### src/rtl/barrel_pkg.sv
// barrel_pkg: shared defaults and reference left-rotate for the rotate datapath
package barrel_pkg;
  localparam int DW_DEF = 8;
  localparam int SW_DEF = 3;
  function automatic logic [DW_DEF-1:0] rotl(input logic [DW_DEF-1:0] data, input logic [SW_DEF-1:0] amt);
    logic [2*DW_DEF-1:0] t;
    t = {data, data} << amt;
    return t[2*DW_DEF-1:DW_DEF];
  endfunction
endpackage

### src/rtl/rotl_stage.sv
// rotl_stage: one registered rotate-left-by-SH stage with valid/ready flow control
module rotl_stage
  import barrel_pkg::*;
#(
  parameter int DW = DW_DEF,
  parameter int SW = $clog2(DW),
  parameter int SH = 1
) (
  input  logic          i_clk,
  input  logic          i_rst,
  input  logic          i_valid,
  input  logic [DW-1:0] i_a,
  input  logic [SW-1:0] i_k,
  input  logic          i_sel,
  input  logic          i_ready,
  output logic          o_ready,
  output logic          o_valid,
  output logic [DW-1:0] o_y,
  output logic [SW-1:0] o_k
);
  logic [DW-1:0] rot;
  assign rot = {i_a[DW-SH-1:0], i_a[DW-1:DW-SH]};
  assign o_ready = !o_valid || i_ready;
  always_ff @(posedge i_clk) begin
    if (i_rst) begin
      o_valid <= 1'b0;
      o_y     <= '0;
      o_k     <= '0;
    end else if (o_ready) begin
      o_valid <= i_valid;
      o_y     <= i_sel ? rot : i_a;
      o_k     <= i_k;
    end
  end
endmodule

### src/rtl/barrel_rotl_pipe.sv
// barrel_rotl_pipe: pipelined left-rotate barrel shifter with full backpressure
module barrel_rotl_pipe
  import barrel_pkg::*;
#(
  parameter int DW = DW_DEF,
  parameter int SW = $clog2(DW)
) (
  input  logic          i_clk,
  input  logic          i_rst,
  input  logic          i_valid,
  output logic          o_ready,
  input  logic [DW-1:0] i_a,
  input  logic [SW-1:0] i_k,
  output logic          o_valid,
  input  logic          i_ready,
  output logic [DW-1:0] o_y,
  output logic [SW-1:0] o_k
);
  logic          vld [SW+1];
  logic          rdy [SW+1];
  logic [DW-1:0] dat [SW+1];
  logic [SW-1:0] amt [SW+1];
  assign vld[0]  = i_valid;
  assign dat[0]  = i_a;
  assign amt[0]  = i_k;
  assign rdy[SW] = i_ready;
  assign o_ready = rdy[0];
  assign o_valid = vld[SW];
  assign o_y     = dat[SW];
  assign o_k     = amt[SW];
  for (genvar s = 0; s < SW; s++) begin : g_stage
    rotl_stage #(.DW(DW), .SW(SW), .SH(1 << (SW - 1 - s))) u_stage (
      .i_clk   (i_clk),
      .i_rst   (i_rst),
      .i_valid (vld[s]),
      .i_a     (dat[s]),
      .i_k     (amt[s]),
      .i_sel   (amt[s][SW-1-s]),
      .i_ready (rdy[s+1]),
      .o_ready (rdy[s]),
      .o_valid (vld[s+1]),
      .o_y     (dat[s+1]),
      .o_k     (amt[s+1])
    );
  end
endmodule

### config.mk
export PLATFORM = sky130hd
export DESIGN_NAME = barrel_rotl_pipe
export DESIGN_NICKNAME = d
export VERILOG_FILES = /design/src/rtl/barrel_pkg.sv /design/src/rtl/rotl_stage.sv /design/src/rtl/barrel_rotl_pipe.sv
export SDC_FILE = /design/constraint.sdc
export NUM_CORES = 1
export LEC_CHECK = 0
export BUFFER_PORTS_ARGS = -buffer_cell sky130_fd_sc_hd__buf_2
export CAP_MARGIN = 20
export CORE_MARGIN = 1
export CORE_UTILIZATION = 51
export CTS_BUF_LIST = sky130_fd_sc_hd__clkbuf_8
export DETAILED_ROUTE_END_ITERATION = 10
export PLACE_DENSITY = 0.73
export REMOVE_ABC_BUFFERS = 1
export SYNTH_ARGS = -nofsm -noshare
export SYNTH_HDL_FRONTEND = slang
export SYNTH_SLANG_ARGS = --single-unit
### constraint.sdc
create_clock -name i_clk -period 1.3 [get_ports i_clk]
set_clock_uncertainty 0.2 [all_clocks]
set_input_delay 0.39 -clock i_clk [delete_from_list [all_inputs] [get_ports i_clk]]
set_output_delay 0.39 -clock i_clk [all_outputs]
set_load 0.005 [all_outputs]
Yosys cells after proc, flatten, opt, wreduce, memory -nomap -nowiden
Index checks and enable logic that the tools add are counted.
- output and inout bits: 13
- word-level logic and storage cells: 18
- flip-flop bits (word level): 36
- muxes and demuxes: 3
- reduce and logical (&&, ||, !) cells: 6
- operators by type and width (operator ; count):
    $mux W8 ; 3
    $logic_not A1 Y1 ; 3
    $logic_or A1 B1 Y1 ; 3

Depth between registers and ports, before layout
Gate-level depths: netlist of run 1.
- depth after elaboration: 4
- mapped depth: 4

By module
A second synthesis of run 1 with hierarchy kept.
- cells, all modules: 159
- area, all modules: 1644.1 um^2
- by module, submodules not included (module ; area an instance (um^2) ; instances ; cells each):
    rotl_stage ; 548.0 ; 3 ; 53

Worst setup path after synthesis of run 1
No wires, ideal clock.
- kind: in2out
- start: input port i_ready
- end: output port o_ready
- stages on the path: 2
- required time: 0.710 ns
- buffers on the path: 1
- setup slack: -0.098 ns
- arrival time: 0.808 ns
- path through: nand4b_1 -> buf_4
- longest elaborated chain between the ends: 3
- ends and longest elaborated chain (item ; line ; source):
    from (decl) ; barrel_rotl_pipe.sv:15 ; input logic i_ready,
    $logic_or A1 B1 Y1 (3 in a row) ; rotl_stage.sv:23 ; assign o_ready = !o_valid || i_ready;
    to (decl) ; barrel_rotl_pipe.sv:11 ; output logic o_ready,
Every way passes these cells.

Final worst setup path of run 1
- start: register g_stage[2].u_stage.o_valid
- end: output port o_ready
- longest elaborated chain between the ends: 4
- ends and longest elaborated chain (item ; line ; source):
    from (decl) ; rotl_stage.sv:17 ; output logic o_valid,
    from (signal assigned) ; rotl_stage.sv:30 ; o_valid <= i_valid;
    $logic_not A1 Y1 ; rotl_stage.sv:23 ;
    $logic_or A1 B1 Y1 (3 in a row) ; rotl_stage.sv:23 ;
Every way passes these cells.

==> results of run 1 <==
==> repair_timing <==
action / in CTS / in global routing
gates resized for setup: 11 / 27
pin swaps: 0 / 6
gates cloned: 0 / 3
endpoints found under the setup margin: 22 / 46
buffers inserted: 1 / 3
==> sequential cells by signal, indices dropped and copies added, names as in the netlist <==
name / flops
g_stage.u_stage.o_y: 24
g_stage.u_stage.o_valid: 3
g_stage.u_stage.o_k: 9
==> critical path, stage by stage, from the launching register on <==
cell,delay [ns]
dfxtp_2,0.35
nand4b_1,0.13
buf_2,0.17
==> report_power, final <==
part | total (W) | switching (W) | internal, W | leakage, nW
registers | 0.00122 | 0.0000486 | 0.00117 | 0.302
logic | 0.000236 | 0.000107 | 0.000128 | 0.591
clock network | 0.000976 | 0.000409 | 0.000567 | 0.0541
==> metrics by stage <==
step,area [um2],std cells
floorplan,1444,135
global placement,1759,216
detailed placement,1759,216
CTS,1901,225
global route,2081,231
finish,2081,231
==> kinds of logic (layout without fill, tap and decap cells) <==
kind of cell           after synthesis  count (layout)
muxes                               33              33
DFF                                 36              36
AOI/OAI and AO/OA                   27              27
and+or+nand+nor                     36              36
buffers and inverters               27              55
==> routing by layer <==
| metal | share of wire [%] | global-route usage [%] | wire (um) | up-vias |
|---|---|---|---|---|
| met5 | 0 | 0 | 0 | - |
| met4 | 2.0 | 9.184 | 63 | 0 |
| met3 | 3.2 | 7.366 | 103 | 6 |
| met2 | 52 | 32.02 | 1681 | 25 |
| met1 | 43 | 21.79 | 1382 | 533 |
| li1 | - | - | - | 602 |
==> layout make-up <==
class	instances	area, um2
Clock inverter	3	42.54
Multi-Input combinational cell	96	770.7
Clock buffer	5	68.82
Fill cell	230	947.2
Inverter	3	11.26
Timing Repair Buffer	44	395.4
Sequential cell	36	737.0
Tap cell	44	55.05
==> final timing paths <==
kind	from	end	slack [ns]	cells past startpoint
max	g_stage[2].u_stage.o_valid	o_ready	-0.23	2
min	i_valid	g_stage[0].u_stage.o_valid	0.17	3
max reg2reg	g_stage[2].u_stage.o_valid	g_stage[0].u_stage.o_k[1]	-0.14	6
min reg2reg	g_stage[0].u_stage.o_valid	g_stage[1].u_stage.o_valid	0.26	2
==> placed cells by master (no fill, tap or decap), types with 6 or more instances in the layout <==
master / instances
nor2_4: 6
dfxtp_2: 13
buf_6: 8
mux2i_1: 33
a211oi_1: 15
a211oi_2: 9
buf_4: 6
buf_2: 23
nor2_1: 25
dfxtp_1: 23
==> out/results.tsv, run 1 <==
stage	metric	value	unit
outcome	status	finished with violations	
outcome	violations	negative setup slack	
synthesis	synth_seq_area_share	44.86	%
pwr	max-vdd-ir-drop	854.8	uV
clock_tree	clock-sinks	36	
timing	finalWorstSetupSlack	-0.2316	ns
timing	hold_viol	0	
setup_path	cp-end-kind	primary output	
timing	max_freq	0.6529	GHz
timing	period_share	117.8	%
synthesis	yosysTopAreaCell	dfxtp_1	
job	maxCapViolations	0	
setup_path	crit_type	reg2out	
synthesis	synth_edf_count	0	
synthesis	synth-simple-area-share	9.112	%
die	die_h	58.13	um
die	start_util	53.06	%
timing	tns	-1.546	ns
placement	gp_congestion	0.7613	
synthesis	synth_seq_cells	36	
clock_tree	cts_buffers	5	
global_route	grt_use_total	19.30	%
synthesis	synth_top_area_share	44.86	%
synthesis	synth_area	1607	um2
global_route	grt_pass1_wl	4788	um
setup_path	startpoint_type	flop	
timing	whs	0.1714	ns
synthesis	synth-adder-area-share	0	%
routing	vias	1166	
routing	drc	0	
synthesis	synth-compound-area-share	14.64	%
finish	antennaDiodeCount	0	
finish	utilization	68.72	%
timing	grt_setup_unrepaired	yes	
clock_tree	clock_latency	0.29	ns
routing	drtPass1Iterations	4	
synthesis	ys_warn_count	0	
synthesis	synth_xor_area_share	0	%
die	io_pins	28	
clock_tree	cts_tree	yes	
synthesis	synth.most_common_cell	dfxtp_1	
clock_tree	cts.clk_slew.worst_paths	0.07	ns
setup_path	crit_arrival	0.94	ns
setup_path	cp_max_fo	3	
timing	tightest_slew	0.2396	ns
pwr	power.total	0.002427	W
timing	fin_crit	1.532	ns
finish	final_layout_size_suffix_gt1_share	44.39	%
clock_tree	cts-root-buf	clkbuf_8	
synthesis	synthTopCellsByArea	dfxtp_1 45%, mux2i_1 21%, buf_4 7.9%	
synthesis	yosys-mux-area-fraction	20.56	%
hold_path	hold_path.class	in2reg	
finish	syn2layout_area_growth	29.52	%
die	core_area	3028	um2
pwr	powerDensity	1167	nW/um2
routing	drt_iter0_drc	50	
die	die_w	58.13	um
routing	drt_wl_total	3229	um
timing	setup_violations	33	
die	num_rows	20	
clock_tree	clock_path_buffers	2	
global_route	antenna_found_initial	0	
timing	slew_headroom	83.57	%
pwr	power_leakage	0.9468	nW
routing	ant_nets	0	
synthesis	ys_top_cells_by_count	36 x dfxtp_1, 33 x mux2i_1, 33 x nor2_1	
synthesis	synth_top_family_by_area	multiplexers	
placement	portBuffers	27	
clock_tree	htree_num_levels	2	
placement	dp_slack	-0.1873	ns
global_route	grt-ovfl-total	0	
synthesis	synthDistinctLibCells	12	
die	fp.dieArea	3379	um2
placement	dp_hpwl	2042	um
finish	fin_nets	201	
clock_tree	cts_hold_buf	0	
timing	drv_slew	0	
routing	vias_per_cell	5.048	
synthesis	synthFlopType	dfxtp_1	
setup_path	worstPathRequired	0.71	ns
synthesis	async_flop_share	0	%
synthesis	postSynthAreaPerCell	10.10	um2
global_route	grt_pass1_vias	1122	
synthesis	postSynthCellCount	159	
routing	post_drt_wl_per_cell	13.98	um
global_route	grt_max_degree	21	
(Power assumes the default switching activity.)
==> inputs of run 2 (changes only) <==
CORE_UTILIZATION = 52   (was 51)
PLACE_DENSITY = 0.74   (was 0.73)
SYNTH_HIERARCHICAL = 1   (was default)
==> out/results.tsv, run 2 <==
stage	metric	value	unit	change
outcome	status	finished with violations		
outcome	violations	negative setup slack		
synthesis	yosysTopAreaCell	dfxtp_1		
timing	grt_setup_unrepaired	yes		
placement	place_area	1834	um2	+4.3%
synthesis	synth.most_common_cell	dfxtp_1		
timing	hold_viol	0		unchanged
synthesis	synth_top_area_share	43.84	%	-1.0 points
pwr	powerDensity	1050	nW/um2	-10%
setup_path	crit_start	g_stage[2].u_stage/o_valid		
finish	largest_register_ffs	24		unchanged
global_route	grt-ovfl-total	0		unchanged
synthesis	synth_seq_cells	36		unchanged
die	die_h	58.23	um	+0.18%
setup_path	worstPathCellList	nor2b_4, inv_2, nor2b_4, inv_2, nor2b_4, inv_2, buf_6		
die	core_area	3028	um2	unchanged
pwr	max-vdd-ir-drop	639.3	uV	-25%
timing	slew_headroom	82.35	%	-1.2 points
setup_path	worstPathRequired	0.71	ns	about the same
clock_tree	cts.clk_slew.worst_paths	0.07	ns	about the same
global_route	grt_max_degree	37		+76%
routing	ant_nets	0		unchanged
finish	final_cell_mix	24 x mux2i_1, 24 x a211oi_2, 24 x dfxtp_1, 24 x buf_2, 17 x nand2_1		
setup_path	slowest_delay	0.33	ns	-0.02 ns
die	io_pins	28		unchanged
setup_path	crit_slowest_cell	dfxtp_2		
setup_path	crit_arrival	1.30	ns	+0.36 ns
clock_tree	htree_num_levels	2		unchanged
setup_path	r2r_start	g_stage[2].u_stage/o_valid		
synthesis	postSynthAreaPerCell	10.34	um2	+2.3%
job	maxCapViolations	0		unchanged
placement	portBuffers	27		unchanged
finish	reg_top3	g_stage.u_stage/o_y: 24 flops, g_stage.u_stage/o_k: 9 flops, g_stage.u_stage/o_valid: 3 flops		
timing	tightest_slew	0.2574	ns	+0.01782 ns
hold_path	min_delay_worst_endpoint	g_stage[0].u_stage/o_k[1]		
hold_path	hold_path.class	in2reg		
finish	regMostFlops	g_stage.u_stage/o_y		
die	die_w	58.23	um	+0.18%
timing	setup_violations	42		+27%
setup_path	cp-end-kind	primary output		
finish	antennaDiodeCount	0		unchanged
routing	vias_per_cell	5.189		+2.8%
clock_tree	cts_tree	yes		
routing	drc	0		unchanged
timing	whs	0.1516	ns	-0.01978 ns
finish	final_layout_size_suffix_gt1_share	55.78	%	+11 points
global_route	grt_pass1_vias	1179		+5.1%
global_route	grt_pass1_wl	5106	um	+6.6%
finish	fin_nets	213		+6.0%
timing	period_share	145.4	%	+28 points
placement	gp_congestion	0.6812		-11%
clock_tree	clock-sinks	36		unchanged
routing	post_drt_wl_per_cell	13.81	um	-1.2%
finish	final_cell_area	2170	um2	+4.3%
synthesis	async_flop_share	0	%	unchanged
die	num_rows	20		unchanged
clock_tree	cts-root-buf	clkbuf_8		
die	fp.dieArea	3391	um2	+0.36%
synthesis	synthTopCellsByArea	dfxtp_1 44%, a211oi_2 18%, mux2i_1 15%		
synthesis	synth_area	1644	um2	+2.3%
routing	drt_iter0_drc	38		-24%
timing	max_freq	0.5292	GHz	-19%
setup_path	crit_type	reg2out		
clock_tree	cts_hold_buf	0		unchanged
routing	drt_wl_total	3356	um	+3.9%
pwr	power_leakage	0.9051	nW	-4.4%
finish	syn2layout_area_growth	31.96	%	
synthesis	synth_edf_count	0		unchanged
synthesis	ys_warn_count	6		+6
setup_path	r2r_setup_slack	-0.39	ns	-0.25 ns
setup_path	startpoint_type	flop		
setup_path	crit_family	simple AND/OR/NAND/NOR gates		
clock_tree	cts_buffers	5		unchanged
placement	dp_hpwl	1961	um	-4.0%
timing	drv_slew	0		unchanged
hold_path	hold_start	i_k[1]		
routing	vias	1261		+8.1%
synthesis	ys_top_cells_by_count	36 x dfxtp_1, 30 x nor2_1, 24 x a211oi_2, 24 x mux2i_1, 18 x nand2_1		
die	start_util	54.30	%	+1.2 points
setup_path	r2r_end	g_stage[0].u_stage/o_y[1]		
setup_path	reg2reg_depth	10		+4
hold_path	min_path_cells	3		unchanged
setup_path	critical_path_buf_inv_count	4		+3
routing	drtPass1Iterations	4		unchanged
timing	finalWorstSetupSlack	-0.5896	ns	-0.3580 ns
global_route	grt_use_total	20.41	%	+1.1 points
synthesis	postSynthCellCount	159		unchanged
synthesis	synth_seq_area_share	43.84	%	-1.0 points
synthesis	synthDistinctLibCells	11		-1
clock_tree	clock_path_buffers	2		unchanged
synthesis	synthFlopType	dfxtp_1		
global_route	antenna_found_initial	0		unchanged
setup_path	cp_max_fo	2		-1
timing	fin_crit	1.890	ns	+0.3580 ns
clock_tree	clock_latency	0.28	ns	about the same
-- run 2: changes by cell type after synthesis, sizes merged --
cell	before	now
nand2b	1	0
mux2i	33	24
buf	24	12
nand3b	1	0
nand2	0	18
a21oi	3	9
nor2	33	30
nand4b	1	0
nor2b	0	3
-- run 2: what timing repair did --
action,4_1_cts,5_1_grt
resized for setup,42,14
buffers inserted,10,5
endpoints found under the hold margin,0,0
setup endpoints to repair,36,45
pin swaps,3,3
cloned,1,1
-- run 2: worst max-delay path by stage --
stage                                end  slack (ns)  cells past startpoint
2_1_floorplan                    o_ready       -0.68                      6
3_3_place_gp                     o_ready       -0.40                      8
3_5_place_dp   g_stage[0].u_stage/o_y[0]       -0.48                     10
4_1_cts                          o_ready       -0.56                      7
5_1_grt                          o_ready       -0.67                      7
6_report                         o_ready       -0.59                      7
-- run 2: cells by family after synthesis --
kind of cell	after synthesis	share of synthesized area, %
AO/OA/AOI/OAI	33	21.00
buffers and inverters	15	7.077
flip-flops	36	43.84
multiplexers	24	14.61
AND/OR/NAND/NOR	51	13.47
-- run 2: layout make-up --
cell class | instances | area (um2)
Clock buffer | 6 | 82.58
Multi-Input combinational cell | 108 | 890.9
Timing Repair Buffer | 44 | 384.1
Fill cell | 216 | 858.3
Clock inverter | 2 | 10.01
Sequential cell | 36 | 735.7
Tap cell | 44 | 55.05
Inverter | 3 | 11.26
-- run 2: through the flow --
stage	TNS (ns)	power [W]	utilization [%]	instances	setup WS [ns]
finish	-7.019	0.002278	71.65	243	-0.5896
global placement	-8.154	0.001454	60.58	227	-0.3983
global route	-9.724	0.002380	71.65	243	-0.6650
CTS	-6.487	0.002286	70.58	244	-0.5619
detailed placement	-9.429	0.001463	60.58	227	-0.4814
floorplan	-10.68	0.001348	-	147	-0.6803
-- run 2: routing by layer --
| layer | vias to the layer above | global-route usage (%) | routed length (um) |
|---|---|---|---|
| met2 | 33 | 35.14 | 1700 |
| met5 | - | 0 | 0 |
| met1 | 596 | 22.59 | 1463 |
| met4 | 0 | 8.163 | 67 |
| li1 | 624 | - | - |
| met3 | 8 | 7.813 | 124 |
-- run 2: report_power, final --
| group | leakage [nW] | switching [W] | total, W | internal, W |
|---|---|---|---|---|
| logic | 0.552 | 0.000121 | 0.000253 | 0.000131 |
| registers | 0.302 | 0.0000499 | 0.00122 | 0.00117 |
| clock network | 0.0510 | 0.000387 | 0.000810 | 0.000422 |
| total | 0.905 | 0.000559 | 0.00228 | 0.00172 |
-- run 2: worst min-delay path, delay by kind of cell --
kind	cells	cell delay (ns)
and+or+nand+nor	1	0.05
AOI/OAI and AO/OA	1	0.06
buffers and inverters	1	0.09
==> inputs of run 3 (changes only) <==
CORE_ASPECT_RATIO = 0.9   (was default)
CORE_MARGIN = 2   (was 1)
CORE_UTILIZATION = 51   (was 52)
PLACE_DENSITY = 0.73   (was 0.74)
SYNTH_HIERARCHICAL = default   (was 1)
==> out/results.tsv, run 3 (synthesis results as in run 1) <==
stage	metric	value	unit	change
routing	drt_iter0_drc	49		+29%
finish	syn2layout_area_growth	17.76	%	
die	num_rows	19		-5.0%
timing	grt_setup_unrepaired	yes		
finish	mostFrequentLayoutCell	mux2i_1		
placement	dp_slack	-0.1909	ns	+0.2905 ns
finish	reg_top3	g_stage.u_stage.o_y: 24 flops, g_stage.u_stage.o_k: 9 flops, g_stage.u_stage.o_valid: 3 flops		
die	start_util	53.21	%	-1.1 points
setup_path	worstPathRequired	0.71	ns	about the same
global_route	grt_max_degree	23		-38%
outcome	status	finished with violations		
placement	gp_congestion	0.7902		+16%
timing	finalWorstSetupSlack	-0.2110	ns	+0.3786 ns
setup_path	endpoint	o_ready		
finish	fin_nets	195		-8.5%
outcome	violations	negative setup slack		
finish	regMostFlops	g_stage.u_stage.o_y		
clock_tree	clock_latency	0.29	ns	about the same
job	maxCapViolations	0		unchanged
timing	max_freq	0.6618	GHz	+25%
routing	vias	1139		-9.7%
clock_tree	cts_buffers	5		unchanged
routing	vias_per_cell	5.108		-1.6%
global_route	grt_pass1_wl	4816	um	-5.7%
global_route	grt-ovfl-total	0		unchanged
finish	antennaDiodeCount	0		unchanged
setup_path	reg2reg_depth	4		-6
routing	ant_nets	0		unchanged
clock_tree	cts-root-buf	clkbuf_8		
clock_tree	htree_num_levels	2		unchanged
finish	final_cell_area	1892	um2	-13%
global_route	antenna_found_initial	0		unchanged
die	die_w	63.16	um	+8.5%
global_route	grt_use_total	17.64	%	-2.8 points
timing	fin_crit	1.511	ns	-0.3786 ns
routing	drc	0		unchanged
finish	register_area	738.2	um2	+0.34%
setup_path	r2r_end	g_stage[0].u_stage.o_k[1]		
timing	tns	-0.4698	ns	+6.549 ns
setup_path	r2r_setup_slack	-0.02	ns	+0.37 ns
placement	portBuffers	27		unchanged
timing	drv_slew	0		unchanged
finish	final_cell_mix	33 x mux2i_1, 32 x nor2_1, 23 x buf_2, 22 x dfxtp_1, 15 x a211oi_1		
pwr	max-vdd-ir-drop	792.5	uV	+24%
setup_path	crit_start	g_stage[1].u_stage.o_valid		
clock_tree	cts_tree	yes		
pwr	p_comb_share	10.3	%	-0.8 points
setup_path	cp_max_fo	2		unchanged
clock_tree	clock_path_buffers	2		unchanged
pwr	pwr-share-seq	54.3	%	+0.9 points
timing	setup_violations	16		-62%
placement	dp_hpwl	2020	um	+3.0%
placement	place_area	1737	um2	-5.3%
routing	drt_wl_total	2790	um	-17%
hold_path	hold_path.class	in2reg		
timing	hold_viol	0		unchanged
clock_tree	cts_hold_buf	0		unchanged
pwr	clock_power_share	35.4	%	about the same
die	core_area	3019	um2	-0.29%
finish	final_layout_size_suffix_gt1_share	37.57	%	-18 points
pwr	power.total	0.002224	W	-2.4%
setup_path	r2r_start	g_stage[1].u_stage.o_valid		
timing	slew_headroom	82.79	%	+0.44 points
pwr	p_switching	0.0005154	W	-7.7%
die	die_h	57.25	um	-1.7%
finish	fillers	261		+21%
die	io_pins	28		unchanged
routing	post_drt_wl_per_cell	12.51	um	-9.4%
finish	largest_register_ffs	24		unchanged
clock_tree	clock-sinks	36		unchanged
timing	period_share	116.2	%	-29 points
timing	tightest_slew	0.2510	ns	-0.006466 ns
pwr	powerDensity	1176	nW/um2	+12%
setup_path	crit_type	reg2out		
pwr	switching_share	23.18	%	-1.3 points
setup_path	startpoint_type	flop		
pwr	internal_power	0.001709	W	-0.64%
pwr	power_leakage	0.8921	nW	-1.4%
routing	drtPass1Iterations	4		unchanged
clock_tree	cts.clk_slew.worst_paths	0.07	ns	about the same
setup_path	cp-end-kind	primary output		
die	fp.dieArea	3616	um2	+6.6%
setup_path	crit_arrival	0.92	ns	-0.38 ns
global_route	grt_pass1_vias	1052		-11%
finish	multi_input_area	719.4	um2	-19%
-- run 3: cell type report --
type	count	share of cell area, %
clock buffer	6	4.365
clock inverter	2	0.3968
tap	42	2.778
multi-input combinational	96	38.03
sequential	36	39.02
timing repair buffer	38	14.81
inverter	3	0.5952
-- run 3: worst min-delay path by stage --
stage                                     startpoint                         end  cells after the start  slack, ns
after floorplan           g_stage[0].u_stage.o_valid  g_stage[1].u_stage.o_valid                      2       0.22
after global placement    g_stage[0].u_stage.o_valid  g_stage[1].u_stage.o_valid                      2       0.24
after detailed placement  g_stage[0].u_stage.o_valid  g_stage[1].u_stage.o_valid                      2       0.26
after CTS                                    i_valid  g_stage[0].u_stage.o_valid                      3       0.14
after global routing                         i_valid  g_stage[0].u_stage.o_valid                      3       0.16
final                                        i_valid  g_stage[0].u_stage.o_valid                      3       0.14
-- run 3: power groups by stage --
stage / sequential, W / combinational, W / clock (W)
floorplan: 0.00123 / 0.000103 / 0
global placement: 0.00122 / 0.000208 / 0
detailed placement: 0.00123 / 0.000216 / 0
CTS: 0.00121 / 0.000223 / 0.000814
global route: 0.00121 / 0.000252 / 0.000872
finish: 0.00121 / 0.000228 / 0.000788
-- run 3: critical path, cell delays in order, from the launching register on --
cell and delay [ns]:
dfxtp_2 0.33, nand4b_1 0.13, buf_2 0.17
-- run 3: layer usage --
metal,up-vias,global-route usage [%],wire [um]
met5,-,0,0
met3,6,7.495,166
met2,28,29.48,1366
li1,587,-,-
met1,518,19.85,1204
met4,0,7.619,53
-- run 3: stage by stage --
stage,cells,utilization [%],hold slack [ns]
after CTS,222,61.67,0.1380
final,223,62.66,0.1439
after global routing,223,62.66,0.1586
after global placement,213,57.52,0.2371
after floorplan,135,-,0.2196
after detailed placement,213,57.52,0.2582
-- run 3: what timing repair did --
item,CTS,global route
setup endpoints to repair,20,43
pin swaps,2,2
hold endpoints to repair,0,0
setup buffers,1,1
resized for setup,15,5
